## config.mk

```make
export PLATFORM = sky130hd
export DESIGN_NAME = uart_rx_fifo
export DESIGN_NICKNAME = d
export VERILOG_FILES = /design/src/rtl/uart_rx_fifo.sv
export SDC_FILE = /design/constraint.sdc
export NUM_CORES = 1
export LEC_CHECK = 0
export BUFFER_PORTS_ARGS = -buffer_cell sky130_fd_sc_hd__buf_4
export CAP_MARGIN = 10
export CORE_MARGIN = 2
export CORE_UTILIZATION = 40
export CTS_BUF_LIST = sky130_fd_sc_hd__clkbuf_8
export CTS_CLUSTER_DIAMETER = 100
export DETAILED_ROUTE_END_ITERATION = 12
export SLEW_MARGIN = 20
export SYNTH_ARGS = -nofsm -noshare
export SYNTH_HDL_FRONTEND = slang
export SYNTH_SLANG_ARGS = --single-unit
```

## constraint.sdc

```tcl
create_clock -name clk -period 3.1 [get_ports clk]
set_clock_uncertainty 0.15 [all_clocks]
set_input_delay 0.31 -clock clk [delete_from_list [all_inputs] [get_ports clk]]
set_output_delay 0.31 -clock clk [all_outputs]
set_load 0.01 [all_outputs]
```

## src/rtl/uart_rx_fifo.sv

```systemverilog
// UART receiver with a 2-flop rxd synchronizer, 16x oversampling and a 4-entry receive FIFO.
// Ports: clk, rst (sync, high), rxd, baudrate, control, read_rx -> rx_valid, rxdata, status.
module uart_rx_fifo (
    input  logic        clk,
    input  logic        rst,
    input  logic        rxd,
    input  logic [15:0] baudrate,
    input  logic [7:0]  control,
    input  logic        read_rx,
    output logic        rx_valid,
    output logic [7:0]  rxdata,
    output logic [7:0]  status
);

    typedef enum logic [2:0] {
        IDLE, START, DATA, PARITY, STOP1, STOP2
    } state_t;

    state_t state, state_n;

    logic        rxd_s1, rxd_s2, rxd_q;
    logic [15:0] div_cnt;
    logic [3:0]  tick_cnt;
    logic [2:0]  bit_cnt;
    logic [7:0]  shift;
    logic        par_en, par_odd, two_stop;
    logic        fe_acc, pe_acc;
    logic        push_req;

    logic [9:0]  mem [0:3];
    logic [1:0]  wr_ptr, rd_ptr;
    logic [2:0]  count;
    logic        overrun;

    logic        fall, tick, sample;
    logic        busy, go_start, shift_en, par_smp, stop_smp, push_set;
    logic        pop, full, wr_ok;
    logic [9:0]  head;
    logic        unused_ctl;

    assign unused_ctl = ^control[7:4];

    // rxd_q holds the previous synchronized level, so a start can only be
    // seen after the line has been high at least once (no restart on a
    // line held low after a framing error).
    always_ff @(posedge clk) begin
        if (rst) begin
            rxd_s1 <= 1'b1;
            rxd_s2 <= 1'b1;
            rxd_q  <= 1'b1;
        end else begin
            rxd_s1 <= rxd;
            rxd_s2 <= rxd_s1;
            rxd_q  <= rxd_s2;
        end
    end

    assign fall   = rxd_q & ~rxd_s2;
    assign tick   = (div_cnt == 16'd0);
    assign sample = tick && (tick_cnt == 4'd7);

    // state register
    always_ff @(posedge clk) begin
        if (rst) state <= IDLE;
        else     state <= state_n;
    end

    // next-state logic
    always_comb begin
        state_n = state;
        unique case (state)
            IDLE:   if (fall && control[3]) state_n = START;
            START:  if (sample) state_n = rxd_s2 ? IDLE : DATA;
            DATA:   if (sample && bit_cnt == 3'd7)
                        state_n = par_en ? PARITY : STOP1;
            PARITY: if (sample) state_n = STOP1;
            STOP1:  if (sample) state_n = two_stop ? STOP2 : IDLE;
            STOP2:  if (sample) state_n = IDLE;
            default: state_n = IDLE;
        endcase
    end

    // output / control decode
    always_comb begin
        busy     = (state != IDLE);
        go_start = (state == IDLE) && fall && control[3];
        shift_en = (state == DATA) && sample;
        par_smp  = (state == PARITY) && sample;
        stop_smp = ((state == STOP1) || (state == STOP2)) && sample;
        push_set = sample && (((state == STOP1) && !two_stop) ||
                              (state == STOP2));
    end

    // oversample divider and bit datapath; a start edge realigns the
    // tick phase so tick 7 lands mid-bit
    always_ff @(posedge clk) begin
        if (rst) begin
            div_cnt  <= 16'd0;
            tick_cnt <= 4'd0;
            bit_cnt  <= 3'd0;
            shift    <= 8'd0;
            par_en   <= 1'b0;
            par_odd  <= 1'b0;
            two_stop <= 1'b0;
            fe_acc   <= 1'b0;
            pe_acc   <= 1'b0;
            push_req <= 1'b0;
        end else begin
            push_req <= push_set;
            if (go_start) begin
                div_cnt  <= baudrate;
                tick_cnt <= 4'd0;
                bit_cnt  <= 3'd0;
                par_en   <= control[0];
                par_odd  <= control[1];
                two_stop <= control[2];
                fe_acc   <= 1'b0;
                pe_acc   <= 1'b0;
            end else if (tick) begin
                div_cnt  <= baudrate;
                tick_cnt <= tick_cnt + 4'd1;
            end else begin
                div_cnt  <= div_cnt - 16'd1;
            end
            if (shift_en) begin
                shift   <= {rxd_s2, shift[7:1]};
                bit_cnt <= bit_cnt + 3'd1;
            end
            if (par_smp)
                pe_acc <= ((^shift) ^ rxd_s2) != par_odd;
            if (stop_smp && !rxd_s2)
                fe_acc <= 1'b1;
        end
    end

    // FIFO: pop is evaluated first, so a full FIFO still accepts a push
    // in the same cycle as a read
    assign pop   = read_rx && (count != 3'd0);
    assign full  = (count == 3'd4);
    assign wr_ok = push_req && (!full || pop);

    always_ff @(posedge clk) begin
        if (wr_ok)
            mem[wr_ptr] <= {fe_acc, pe_acc, shift};
    end

    always_ff @(posedge clk) begin
        if (rst) begin
            wr_ptr  <= 2'd0;
            rd_ptr  <= 2'd0;
            count   <= 3'd0;
            overrun <= 1'b0;
        end else begin
            if (wr_ok) wr_ptr <= wr_ptr + 2'd1;
            if (pop)   rd_ptr <= rd_ptr + 2'd1;
            if (wr_ok && !pop)
                count <= count + 3'd1;
            else if (pop && !wr_ok)
                count <= count - 3'd1;
            if (pop)
                overrun <= 1'b0;
            else if (push_req && full)
                overrun <= 1'b1;
        end
    end

    assign head     = mem[rd_ptr];
    assign rx_valid = (count != 3'd0);
    assign rxdata   = rx_valid ? head[7:0] : 8'h00;
    assign status   = {count, overrun, rx_valid & head[9],
                       rx_valid & head[8], busy, rx_valid};

endmodule

```

Word level (Yosys, flattened, before mapping)
Memory sizes are Yosys's and may differ from the RTL's. A register that Yosys moved wholly into a read port is not among the register bits.
Index checks and enable logic that the tools add are counted.
{"block": "classes", "bitwise": 5, "shift": 0, "mux": 24, "n_addsub": 7, "eq_ne": 15, "div_mod_pow": 0, "n_mul": 0, "magnitude_cmp": 0, "reduce_logical": 36}
{"operator": "$mux W3", "count": 12}
{"operator": "$mux W16", "count": 2}
{"operator": "$pmux W3 S6", "count": 1}
{"operator": "$logic_and A1 B1 Y1", "count": 16}
{"operator": "$logic_not A16 Y1", "count": 1}
{"operator": "$sub A16 B1 Y16 const B", "count": 1}
{"operator": "$eq A3 B3 Y1 const B", "count": 4}
{"operator": "$ne A2 B2 Y1 const B", "count": 6}
{"operator": "$mux W8", "count": 1}
{"operator": "$reduce_bool A2 Y1", "count": 4}
{"operator": "$reduce_xor A8 Y1", "count": 1}
{"operator": "$add A3 B1 Y3 const B", "count": 2}
{"operator": "$eq A3 B2 Y1 const B", "count": 2}
{"operator": "$mux W2", "count": 3}
{"operator": "$reduce_and A6 Y1", "count": 1}
{"operator": "$reduce_bool A3 Y1", "count": 2}
{"operator": "$logic_not A1 Y1", "count": 5}
{"operator": "$mux W1", "count": 5}
{"operator": "$add A2 B1 Y2 const B", "count": 2}
{"operator": "$add A4 B1 Y4 const B", "count": 1}
{"operator": "$eq A4 B3 Y1 const B", "count": 1}
{"operator": "$reduce_or A2 Y1", "count": 2}
{"operator": "$and A1 B1 Y1", "count": 3}
{"operator": "$eq A3 B1 Y1 const B", "count": 1}
{"operator": "other kinds (6)", "count": 8}
{"block": "totals", "input_bits": 28, "register_bits": 51, "mem_bits_ro": 0, "mem_bits_rw": 40, "mem_count": 1, "wordCells": 106, "latchBits": 0}
{"memory": "mem", "words": 4, "word_bits": 10, "read_ports": 1, "rd_ports_with_merged_regs": 1, "write_ports": 1, "line": "30", "rtl": "logic [9:0] mem [0:3];"}

Depth between registers and ports, before layout
{"block": "depth", "depth_word": 8, "ltp_mapped": 9, "mapped_depth_nobuf": 8}

Worst setup path after synthesis
OpenSTA, ideal clock, no wires.
{"block": "synth_timing", "path_type": "register -> register", "start": "reg count[0]", "end": "reg count[2]", "setup_slack_ns": 0.802, "path_stages_with_launch": 10, "required_ns": 2.880, "n_path_buf": 1, "arrival_time_ns": 2.078, "setup_time_ns": 0.070, "cell_sequence": "dfxtp_1 nor4b_1 nor2b_1 clkbuf_1 ha_1 inv_1 fa_1 xor2_1 or3_1 a21oi_1"}
{"block": "synth_via", "elab_chain_cells": 7, "word_cells_on_any_way": 15, "cone_classes": "add/sub (2); eq/ne (1); mux (2); reduce/logical (10)"}
{"item": "from (decl)", "line": "32", "rtl": "logic [2:0] count;"}
{"item": "from (signal assigned)", "line": "157", "rtl": "count <= count + 3'd1;"}
{"item": "from (signal assigned)", "line": "159", "rtl": "count <= count - 3'd1;"}
{"item": "$eq A3 B3 Y1 / $reduce_bool A3 Y1 (equally long branches)", "line": "139, 138"}
{"item": "$logic_not A1 Y1 / $logic_and A1 B1 Y1 (equally long branches)", "line": "140, 138"}
{"item": "$logic_or A1 B1 Y1 *", "line": "140", "rtl": "assign wr_ok = push_req && (!full || pop);"}
{"item": "$logic_and A1 B1 Y1 *", "line": "140"}
{"item": "via wr_ok", "line": "37", "rtl": "logic pop, full, wr_ok;"}
{"item": "$logic_not A1 Y1", "line": "158", "rtl": "else if (pop && !wr_ok)"}
{"item": "$logic_and A1 B1 Y1", "line": "158"}
{"item": "$reduce_bool A2 Y1 (no line)"}
The timed path passes the listed nets; every way through them passes the cells marked *. The select of a mux whose other input is x is not followed.
A chain may end at the register's enable or synchronous reset.

==> reports/results.ini <==
[run_status]
status = finished, final reports clean

[synth]
synth_async_sr_flop_share_pct = 0
netlist-cell-type-count = 46
syn_nets = 395
ys.flop_type = dfxtp_1
synthTopCellsByArea = edfxtp_1, dfxtp_1, mux4_2
postSynthAreaPerCell_um2 = 11.48
synthCells = 356
ys_seq_area_share_pct = 55.36
synth_top_area_share_pct = 29.39
ys_warn_count = 0
synth-edff-count = 40
syn_area_um2 = 4086
ys_ff_latch = 93
synth_largest_area_cell = edfxtp_1

[global_route]
grt_pass1_wl_um = 12320
grt.total_usage_pct = 13.78
grt_max_degree = 50
antenna_found_initial = 0
grt_pass1_vias = 2599
grt-ovfl-total = 0

[detailed_routing]
dr.pass1.iters = 4
ant_nets = 0
vias = 2646
vias_per_cell = 4.983
post_drt_wl_per_cell_um = 13.45
drc_errors = 0
dr.first_iter.drc_count = 134
routed_wl_um = 7141

[min_path]
hold_path.class = in2reg

[timing]
finalCritPeriodShare_pct = 79.84
hold_viol = 0
whs_ns = 0.04494
tns_ns = 0
setup_viol_count_final = 0
maxSlewHeadroom_pct = 53.79
period_minus_slack_ns = 2.475
fin_ws_ns = 0.6251
rsz0062_at_grt = no
fmax_ghz = 0.4041
tightest_slew_ns = 0.6922
slew_viol_final = 0

[final_layout]
mostFrequentLayoutCell = dfxtp_1
diodes = 0
final_cells = 531
fillCellCount = 917
register_area_um2 = 2262
multi_input_area_um2 = 1708
drive_gt1_share_pct = 20.35
final_cell_mix = dfxtp_1, buf_4, nor2_1, edfxtp_1, nand2_1
fin_area_um2 = 4711
syn_to_final_growth_pct = 15.28
layout.nets = 432

[cts]
clock_latency_ns = 0.34
cts_tree = built
ctsLongestPathBuffers = 2
clock-sinks = 93
htreeDepth = 3
cts_buffers = 9
postCtsSetupRepairBufs = 0
cts-root-buf = clkbuf_8
clk_pin_slew_ns = 0.09

[pwr]
power.static_leakage_nw = 1.713
vdd_drop_max_mv = 0.3984
cellPowerDensity_nw_per_um2 = 745.5

[placed_design]
hpwlAfterDp_um = 4834
gp_congestion = 0.7953
place_inst = 514
numPortBuffers = 40
dp_slack_ns = 0.5717
dpl_cell_area_um2 = 4492

[setup_path]
critPathRequiredTime_ns = 2.64
start_kind = flip-flop
worstPathArrival_ns = 2.01
critPathMaxFanout = 10
end_kind = output pin
worstSetupPathType = reg2out

[die]
io-pin-count = 45
start_util_pct = 41.43
die_h_um = 105.1
core_um2 = 9864
die_area_um2 = 11040
die_w_um = 105.1
fp-row-count = 36

[job]
timing.max_cap.violations = 0

==> per-stage QoR <==
stage	power, mW	util (%)
detailed placement	2.729	45.54
CTS	3.563	47.74
global route	3.751	47.75
floorplan	2.355	-
global placement	2.711	45.54
finish	3.512	47.75
==> cells in the mapped netlist, types with 2 or more instances <==
cell type   n
ha_1       10
edfxtp_1   40
nand2b_1    4
clkbuf_1   10
xnor2_1    17
nor4_1      3
nor2_1     40
or2_2       3
a311oi_1    2
or3_1       5
dfxtp_1    53
inv_1       9
nand2_1    29
nand3_1     6
mux4_2     10
nor2b_1     3
nor4b_1     2
nor4_4      2
and2_1     15
o21ai_0     9
a21oi_1    18
mux2i_1     9
nand4_1     5
buf_4       3
buf_2       4
nor3_1      4
xor2_1     10
a211oi_1   13
==> power breakdown <==
group	switching, mW	internal [mW]	leakage (nW)
clock network	0.439	0.385	0.0955
logic	0.546	0.588	0.816
registers	0.167	1.39	0.801
total	1.15	2.36	1.71
==> logic make-up (layout without fill, tap and decap cells) <==
family	after synthesis	in the layout	synth area share (%)
and+or+nand+nor	131	131	17.09
DFF	93	93	55.36
AOI/OAI and AO/OA	47	47	7.073
xor gates and xnor gates	28	28	6.338
buffers and inverters	27	69	2.878
muxes	19	19	7.716
adders and majority gates	11	11	3.552
==> final timing paths <==
path / from / to / slack [ns] / cells after the start
worst max-delay path: flip-flop / rxdata[7] / 0.63 / 3
worst min-delay path: control[0] / par_en$_SDFFE_PP0P_ / 0.04 / 3
worst min register to register: rxd_s1$_SDFF_PP1_ / rxd_s2$_SDFF_PP1_ / 0.27 / 1
worst max register to register: count[0]$_SDFFE_PP0P_ / count[2]$_SDFFE_PP0P_ / 0.64 / 8
==> critical path, cell delays in order, from the launching register on <==
cell and delay (ns):
dfxtp_1 0.78, mux4_2 0.59, and2_1 0.17, buf_4 0.13
==> area by class of cell <==
type,count,area share (%)
repair buffers,44,7.065
clock inverters,7,1.780
flip-flops and latches,93,48.02
inverters,9,0.7171
well taps,133,3.533
multi-input cells,236,36.26
clock buffers,9,2.629
==> registers in the layout, indices dropped and copies added, names as in the netlist, named ones only <==
signal / cells
mem: 40
div_cnt: 16
shift: 8
tick_cnt: 4
bit_cnt: 3
count: 3
state: 3
rd_ptr: 2
wr_ptr: 2
fe_acc: 1
overrun: 1
par_en: 1
par_odd: 1
pe_acc: 1
push_req: 1
rxd_q: 1
rxd_s1: 1
rxd_s2: 1
two_stop: 1
==> repair_timing <==
action                    in CTS  in global routing
resized for setup              0                  0
hold endpoints to repair       1                  0
hold buffers                   1                  0
==> metal layers <==
layer  vias up  track usage, %  wire (um)
met5         -               0          0
met4         0           3.524         36
met3         2           3.556        260
met2        45           21.71       3321
met1      1259           18.96       3523
li1       1340               -          -
(Power assumes the default switching activity.)
